### config.mk
export PLATFORM = sky130hd
export DESIGN_NAME = rr_sel_arbiter
export DESIGN_NICKNAME = d
export VERILOG_FILES = /design/src/rtl/rr_sel_arbiter.sv
export SDC_FILE = /design/constraint.sdc
export NUM_CORES = 1
export LEC_CHECK = 0
export CAP_MARGIN = 20
export CORE_MARGIN = 3
export CORE_UTILIZATION = 51
export CTS_CLUSTER_SIZE = 28
export DETAILED_ROUTE_END_ITERATION = 12
export HOLD_SLACK_MARGIN = 0.06
export MAX_ROUTING_LAYER = met4
export PLACE_DENSITY = 0.73
export SLEW_MARGIN = 10
export SYNTH_ARGS = -nofsm -noshare
export SYNTH_HDL_FRONTEND = slang
export SYNTH_SLANG_ARGS = --single-unit
### constraint.sdc
create_clock -name clk -period 2.15 [get_ports clk]
set_clock_uncertainty 0.1 [all_clocks]
set_input_delay 0.43 -clock clk [delete_from_list [all_inputs] [get_ports clk]]
set_output_delay 0.43 -clock clk [all_outputs]
set_load 0.02 [all_outputs]
### src/rtl/rr_sel_arbiter.sv
// Four-channel round-robin arbiter driving a 4:1 mux select, with a bounded hold
// time, forced release at MAX_HOLD and a guaranteed idle bubble between grants.
module rr_sel_arbiter #(
    parameter int MAX_HOLD = 16,
    parameter int CNT_W    = 8
) (
    input  logic       clk,
    input  logic       rst,
    input  logic [3:0] req,
    input  logic       done,
    output logic [3:0] grant,
    output logic [1:0] sel,
    output logic       busy,
    output logic       timeout
);

    typedef enum logic {
        IDLE,
        GRANT
    } state_t;

    state_t           state;
    logic [CNT_W-1:0] cnt;
    logic [1:0]       last;
    logic [1:0]       nxt;
    logic             at_max;
    logic             owner_req;

    // Lowest offset from last wins; offset 4 (the last-served channel) is checked last.
    function automatic logic [1:0] pick(input logic [3:0] r, input logic [1:0] l);
        logic [1:0] idx;
        logic [1:0] cand;
        idx = l;
        for (int unsigned k = 4; k >= 1; k--) begin
            cand = l + 2'(k);
            if (r[cand]) idx = cand;
        end
        return idx;
    endfunction

    always_comb begin
        nxt       = pick(req, last);
        at_max    = (cnt == CNT_W'(MAX_HOLD - 1));
        owner_req = req[sel];
    end

    always_ff @(posedge clk) begin
        if (rst) begin
            state   <= IDLE;
            grant   <= '0;
            sel     <= '0;
            busy    <= 1'b0;
            timeout <= 1'b0;
            cnt     <= '0;
            last    <= 2'd3;
        end else begin
            timeout <= 1'b0;
            case (state)
                IDLE: begin
                    if (|req) begin
                        state <= GRANT;
                        grant <= 4'b0001 << nxt;
                        sel   <= nxt;
                        busy  <= 1'b1;
                        cnt   <= '0;
                    end
                end
                GRANT: begin
                    cnt <= cnt + 1'b1;
                    if (done || !owner_req || at_max) begin
                        state   <= IDLE;
                        grant   <= '0;
                        busy    <= 1'b0;
                        last    <= sel;
                        // Timeout flags only a release forced purely by the hold limit.
                        timeout <= at_max && !done && owner_req;
                    end
                end
                default: state <= IDLE;
            endcase
        end
    end

endmodule
# After elaboration in Yosys (flattened, before gate mapping)
# Index checks and enable logic that the tools add are counted.
totals:
  in_bits: 7
  word_cells: 54
  out_inout_bits: 8
  register_bits: 19
op_classes:
  n_shift: 1
  n_eq_ne: 3
  order_cmp: 4
  addsub: 4
  mux: 22
  bitwise: 2
  reduce_logical: 11
op_table:
  columns: ["operator", "count"]
  rows:
  - ["$pmux W8 S2", 1]
  - ["$lt A2 B3 Y1 const B", 4]
  - ["$add A8 B1 Y8 const B", 1]
  - ["$bmux W1 S2", 4]
  - ["$eq A8 B4 Y1 const B", 1]
  - ["$mux W1", 8]
  - ["$mux W4", 2]
  - ["$mux W8", 1]
  - ["$pmux W4 S2", 1]
  - ["$mux W2", 3]
  - ["$reduce_and A2 Y1", 3]
  - ["$add A2 B2 Y2 const B", 2]
  - ["$pmux W1 S2", 2]
  - ["$reduce_or A4 Y1", 1]
  - ["$shl A1 B2 Y4 const A", 1]
  - ["$reduce_or A3 Y1", 1]
  - ["$add A2 B1 Y2 const B", 1]
  - ["$logic_and A1 B1 Y1", 2]
  - ["$logic_not A1 Y1", 2]
  - ["$logic_or A1 B1 Y1", 2]
  - ["$ne A2 B1 Y1 const B", 1]
  - ["$ne A2 B2 Y1 const B", 1]
  - ["$not A1 Y1", 2]

# Depth between registers and ports, before layout
logic_depth:
  ltp_word: 9
  mapped_depth: 5
  depth_no_buf: 5

# Worst setup path after synthesis
# OpenSTA, ideal clock, no wires.
synth_timing:
  kind: "in2reg"
  from: "in req[3]"
  to: "reg cnt[2]"
  path_buffers: 0
  setup_ns: 0.086
  t_required_ns: 1.964
  slack_ns: 0.544
  stages: 4
  arrival_time_ns: 1.420
  cell_sequence: "or4_4 > nor2_1 > a21oi_1 > a211oi_1"
synth_via:
  elab_chain_len: 2
synth_lines:
  columns: ["item", "line_no", "rtl"]
  rows:
  - ["from (decl)", "9", "input logic [3:0] req,"]
  - ["$reduce_or A4 Y1", "60", "if (|req) begin"]
  - ["$ne A2 B2 Y1 (no source line)", null, null]
  - ["to (signal assigned)", "69", "cnt <= cnt + 1'b1;"]
  - ["to (decl)", "23", "logic [CNT_W-1:0] cnt;"]
# No other way between the ends.
# A chain may end at the register's enable or synchronous reset.

# Worst setup path after layout
layout_timing:
  from: "in req[3]"
  to: "reg grant[3]"
layout_via:
  elab_chain_len: 8
  elab_cells_between_ends: 21
  classes_between: "eq/ne (2); shift (1); mux (13); reduce/logical (5)"
layout_lines:
  columns: ["item", "line_no", "rtl"]
  rows:
  - ["$bmux W1 S2", "36", "if (r[cand]) idx = cand;"]
  - ["$mux W1 (not written as such)", "36", null]
  - ["$mux W2 (3 in series)", "36", null]
  - ["$shl A1 B2 Y4", "62", "grant <= 4'b0001 << nxt;"]
  - ["$mux W4", "60", null]
  - ["$pmux W4 S2", "58", "case (state)"]
  - ["to (signal assigned)", "62", null]
  - ["to (decl)", "11", "output logic [3:0] grant,"]
# Several ways; a longest one is shown, not always the timed one. The select of a mux whose other input is x is not followed.

==> flow_metrics.py <==
metrics = {
    "status": {
        "status": "finished clean",
    },
    "power": {
        "power_mw": 0.770,
        "p_switching_mw": 0.229,
        "clkPwrFrac_pct": 23.6,
        "p_leak_nw": 0.465,
        "p_seq_share_pct": 52.3,
        "p_int_mw": 0.541,
        "p_per_area_mw_per_mm2": 641,
        "irDropWorstVdd_mv": 0.548,
        "comb_power_share_pct": 24.1,
        "p_sw_share_pct": 29.8,
    },
    "synthesis": {
        "synth_warnings": 0,
        "syn_nets": 116,
        "synthSimpleGateAreaFrac_pct": 31.3,
        "synth_flop_cell": "dfxtp_1",
        "synth-edff-count": 0,
        "synth.avg_cell_area_sq_um": 8.72,
        "ys_seq_area_share_pct": 40.4,
        "yosys_register_bits": 19,
        "synth_compound_area_share_pct": 14.5,
        "async_flop_share_pct": 0,
        "syn-cell-area_sq_um": 942,
        "synth.area.mux_share_pct": 8.63,
        "synth_top_family_by_area": "simple AND/OR/NAND/NOR gates",
        "yosys.area_share.xor_xnor_pct": 0.930,
        "ys_types": 36,
        "synth-adder-area-share_pct": 1.33,
        "syn_inst": 108,
    },
    "critical_path": {
        "cpMostUsedCell": "buf_4",
        "crit_slowest_cell": "clkdlybuf4s50_1",
        "startpoint_type": "input port",
        "crit_path_end_kind": "register",
        "worstPathArrival_ps": 2040,
        "crit_required_ps": 2260,
        "slowest_delay_ps": 490,
        "worstPathMaxFanout": 6,
        "rrSetupSlack_ps": 330,
        "crit_type": "input port to register",
        "path_cells": "clkdlybuf4s50_1, buf_4, nor4_1, buf_4, nor2_1, o31ai_1, o32ai_1",
    },
    "timing": {
        "slew_viol_final": 0,
        "rsz0062_at_grt": "no",
        "final-setup-viol-count": 0,
        "max_slew.worst_pin.slew_ps": 408,
        "finalHoldViolations": 0,
        "fmax_ghz": 0.517,
        "period_share_pct": 89.9,
        "maxSlewHeadroom_pct": 72.7,
        "post-route-min-period_ps": 1930,
    },
    "routing": {
        "drt_iter0_drc": 13,
        "viasPerCell": 5.59,
        "drc": 0,
        "vias": 877,
        "drt-wirelength-per-cell_microns": 12.7,
        "dr.pass1.iters": 4,
        "ant_nets": 0,
        "routed_wl_microns": 2000,
    },
    "clock_tree": {
        "clockBufferDepth": 2,
        "path_clk_slew_ps": 110,
        "cts_setup_buffers": 0,
        "cts_hold_buf": 0,
        "postCtsResizedCells": 0,
        "clk_latency_ps": 300,
        "cts_tree": "yes",
        "cts_buffers": 3,
        "clock_sinks": 19,
        "htreeDepth": 1,
        "cts-root-buf": "clkbuf_4",
    },
    "final_layout": {
        "fin_area_sq_mm": 0.00120,
        "fillCellCount": 136,
        "antenna_cells": 0,
        "fin_nets": 142,
        "finalCoreUtilization_pct": 74.6,
        "drive_above_1_share_pct": 17.3,
        "layout-area-overhead-vs-synth_pct": 27.6,
    },
    "floorplan": {
        "die_h_microns": 49.0,
        "core_sq_mm": 0.00161,
        "initial_core_util_pct": 58.5,
        "die_w_microns": 49.0,
        "dieArea_sq_mm": 0.00240,
        "io_pins": 15,
        "rows": 14,
    },
    "global_route": {
        "grt_usage_pct": 19.4,
        "grt_max_degree": 21,
        "gr-total-overflow": 0,
        "grt_pass1_wl_microns": 3580,
        "grt_pass1_vias": 827,
        "antenna_found_initial": 0,
    },
    "placed_design": {
        "placed_area_sq_mm": 0.00117,
        "place.gp.congestion": 0.876,
        "io_buffers": 14,
        "dp_hpwl_microns": 1550,
    },
    "min_path": {
        "hp-class": "register to register",
    },
    "run": {
        "maxCapViolCount": 0,
    },
}
## cell usage after synthesis, types with 2 or more instances
library cell  count  area share (%)
o32ai_1           4             3.7
nor2_1           11             4.4
nand3_1           6             3.2
clkbuf_1          2            0.80
or4_4             2             2.4
nand2_1           8             3.2
a21oi_1          10             5.3
nor3b_1           2             1.6
dfxtp_1          19              40
and4_1            2             1.9
nand2b_1          2             1.3
mux2i_1           7             7.4
nor4_1            2             1.3
inv_1             4             1.6
or2_2             3             2.0
nand4_1           2             1.3
nor3_1            3             1.6
## sequential cells by signal (all words and copies together), names as in the netlist
| signal | count |
|---|---|
| grant | 4 |
| sel | 2 |
| cnt | 8 |
| last | 2 |
| busy | 1 |
| state | 1 |
| timeout | 1 |
## power groups by stage
| stage | Combinational (mW) | Clock (mW) | Sequential (mW) |
|---|---|---|---|
| floorplan | 0.0950 | 0 | 0.419 |
| global placement | 0.182 | 0 | 0.409 |
| finish | 0.186 | 0.182 | 0.403 |
| global route | 0.204 | 0.205 | 0.408 |
| CTS | 0.186 | 0.188 | 0.403 |
| detailed placement | 0.186 | 0 | 0.411 |
## metal layers
| layer | track usage (%) | vias up | wire length, microns |
|---|---|---|---|
| li1 | - | 448 | - |
| met1 | 25.0 | 403 | 949 |
| met2 | 29.6 | 22 | 920 |
| met3 | 4.28 | 4 | 95 |
| met4 | 7.11 | 0 | 30 |
| met5 | - | - | 0 |
## worst max-delay path, delay by kind of cell
kind | cells | cell delay (ps)
buf+inv | 3 | 760
simple gates | 2 | 370
compound gates | 2 | 480
## stage by stage
stage / hold WS, ps / setup WS [ps] / std cells / setup TNS (ps)
2_1_floorplan: 360 / 544 / 108 / 0
3_3_place_gp: 348 / 13.7 / 153 / 0
3_5_place_dp: 351 / -65.2 / 153 / -110
4_1_cts: 366 / 224 / 157 / 0
5_1_grt: 404 / 101 / 157 / 0
6_report: 365 / 217 / 157 / 0
## final timing paths
check | cells after the start | end | start
max | 7 | grant[3] | req[3]
min | 2 | grant[1] | grant[1]
max reg2reg | 5 | grant[3] | cnt[0]
min reg2reg | 2 | grant[1] | grant[1]
## logic make-up after synthesis
group                    after synthesis
flip-flops                            19
adder cells (fa/ha/maj)                1
multiplexers                           8
AND/OR/NAND/NOR                       51
XOR/XNOR                               1
buffers and inverters                  7
AO/OA/AOI/OAI                         21
## cell type report
cell class | instances | area [sq um] | area share (%)
Clock buffer | 3 | 22.5 | 1.87
Multi-Input combinational cell | 82 | 534 | 44.4
Inverter | 4 | 15.0 | 1.25
Tap cell | 24 | 30.0 | 2.50
Sequential cell | 19 | 380 | 31.6
Timing Repair Buffer | 24 | 215 | 17.9
Clock inverter | 1 | 5.00 | 0.416
## cells in the final DEF, fill, tap and decap left out, types with 2 or more instances in the layout
| cell type | Yosys | final |
|---|---|---|
| a21oi_1 | 10 | 10 |
| and4_1 | 2 | 2 |
| buf_4 | 0 | 10 |
| clkbuf_4 | 0 | 3 |
| clkdlybuf4s50_1 | 0 | 14 |
| dfxtp_1 | 19 | 19 |
| inv_1 | 4 | 4 |
| mux2i_1 | 7 | 7 |
| nand2_1 | 8 | 8 |
| nand2b_1 | 2 | 2 |
| nand3_1 | 6 | 6 |
| nand4_1 | 2 | 2 |
| nor2_1 | 11 | 11 |
| nor3_1 | 3 | 3 |
| nor3b_1 | 2 | 2 |
| nor4_1 | 2 | 2 |
| o32ai_1 | 4 | 4 |
| or2_2 | 3 | 3 |
| or4_4 | 2 | 2 |
No activity file was read; power rests on OpenSTA's default activity.
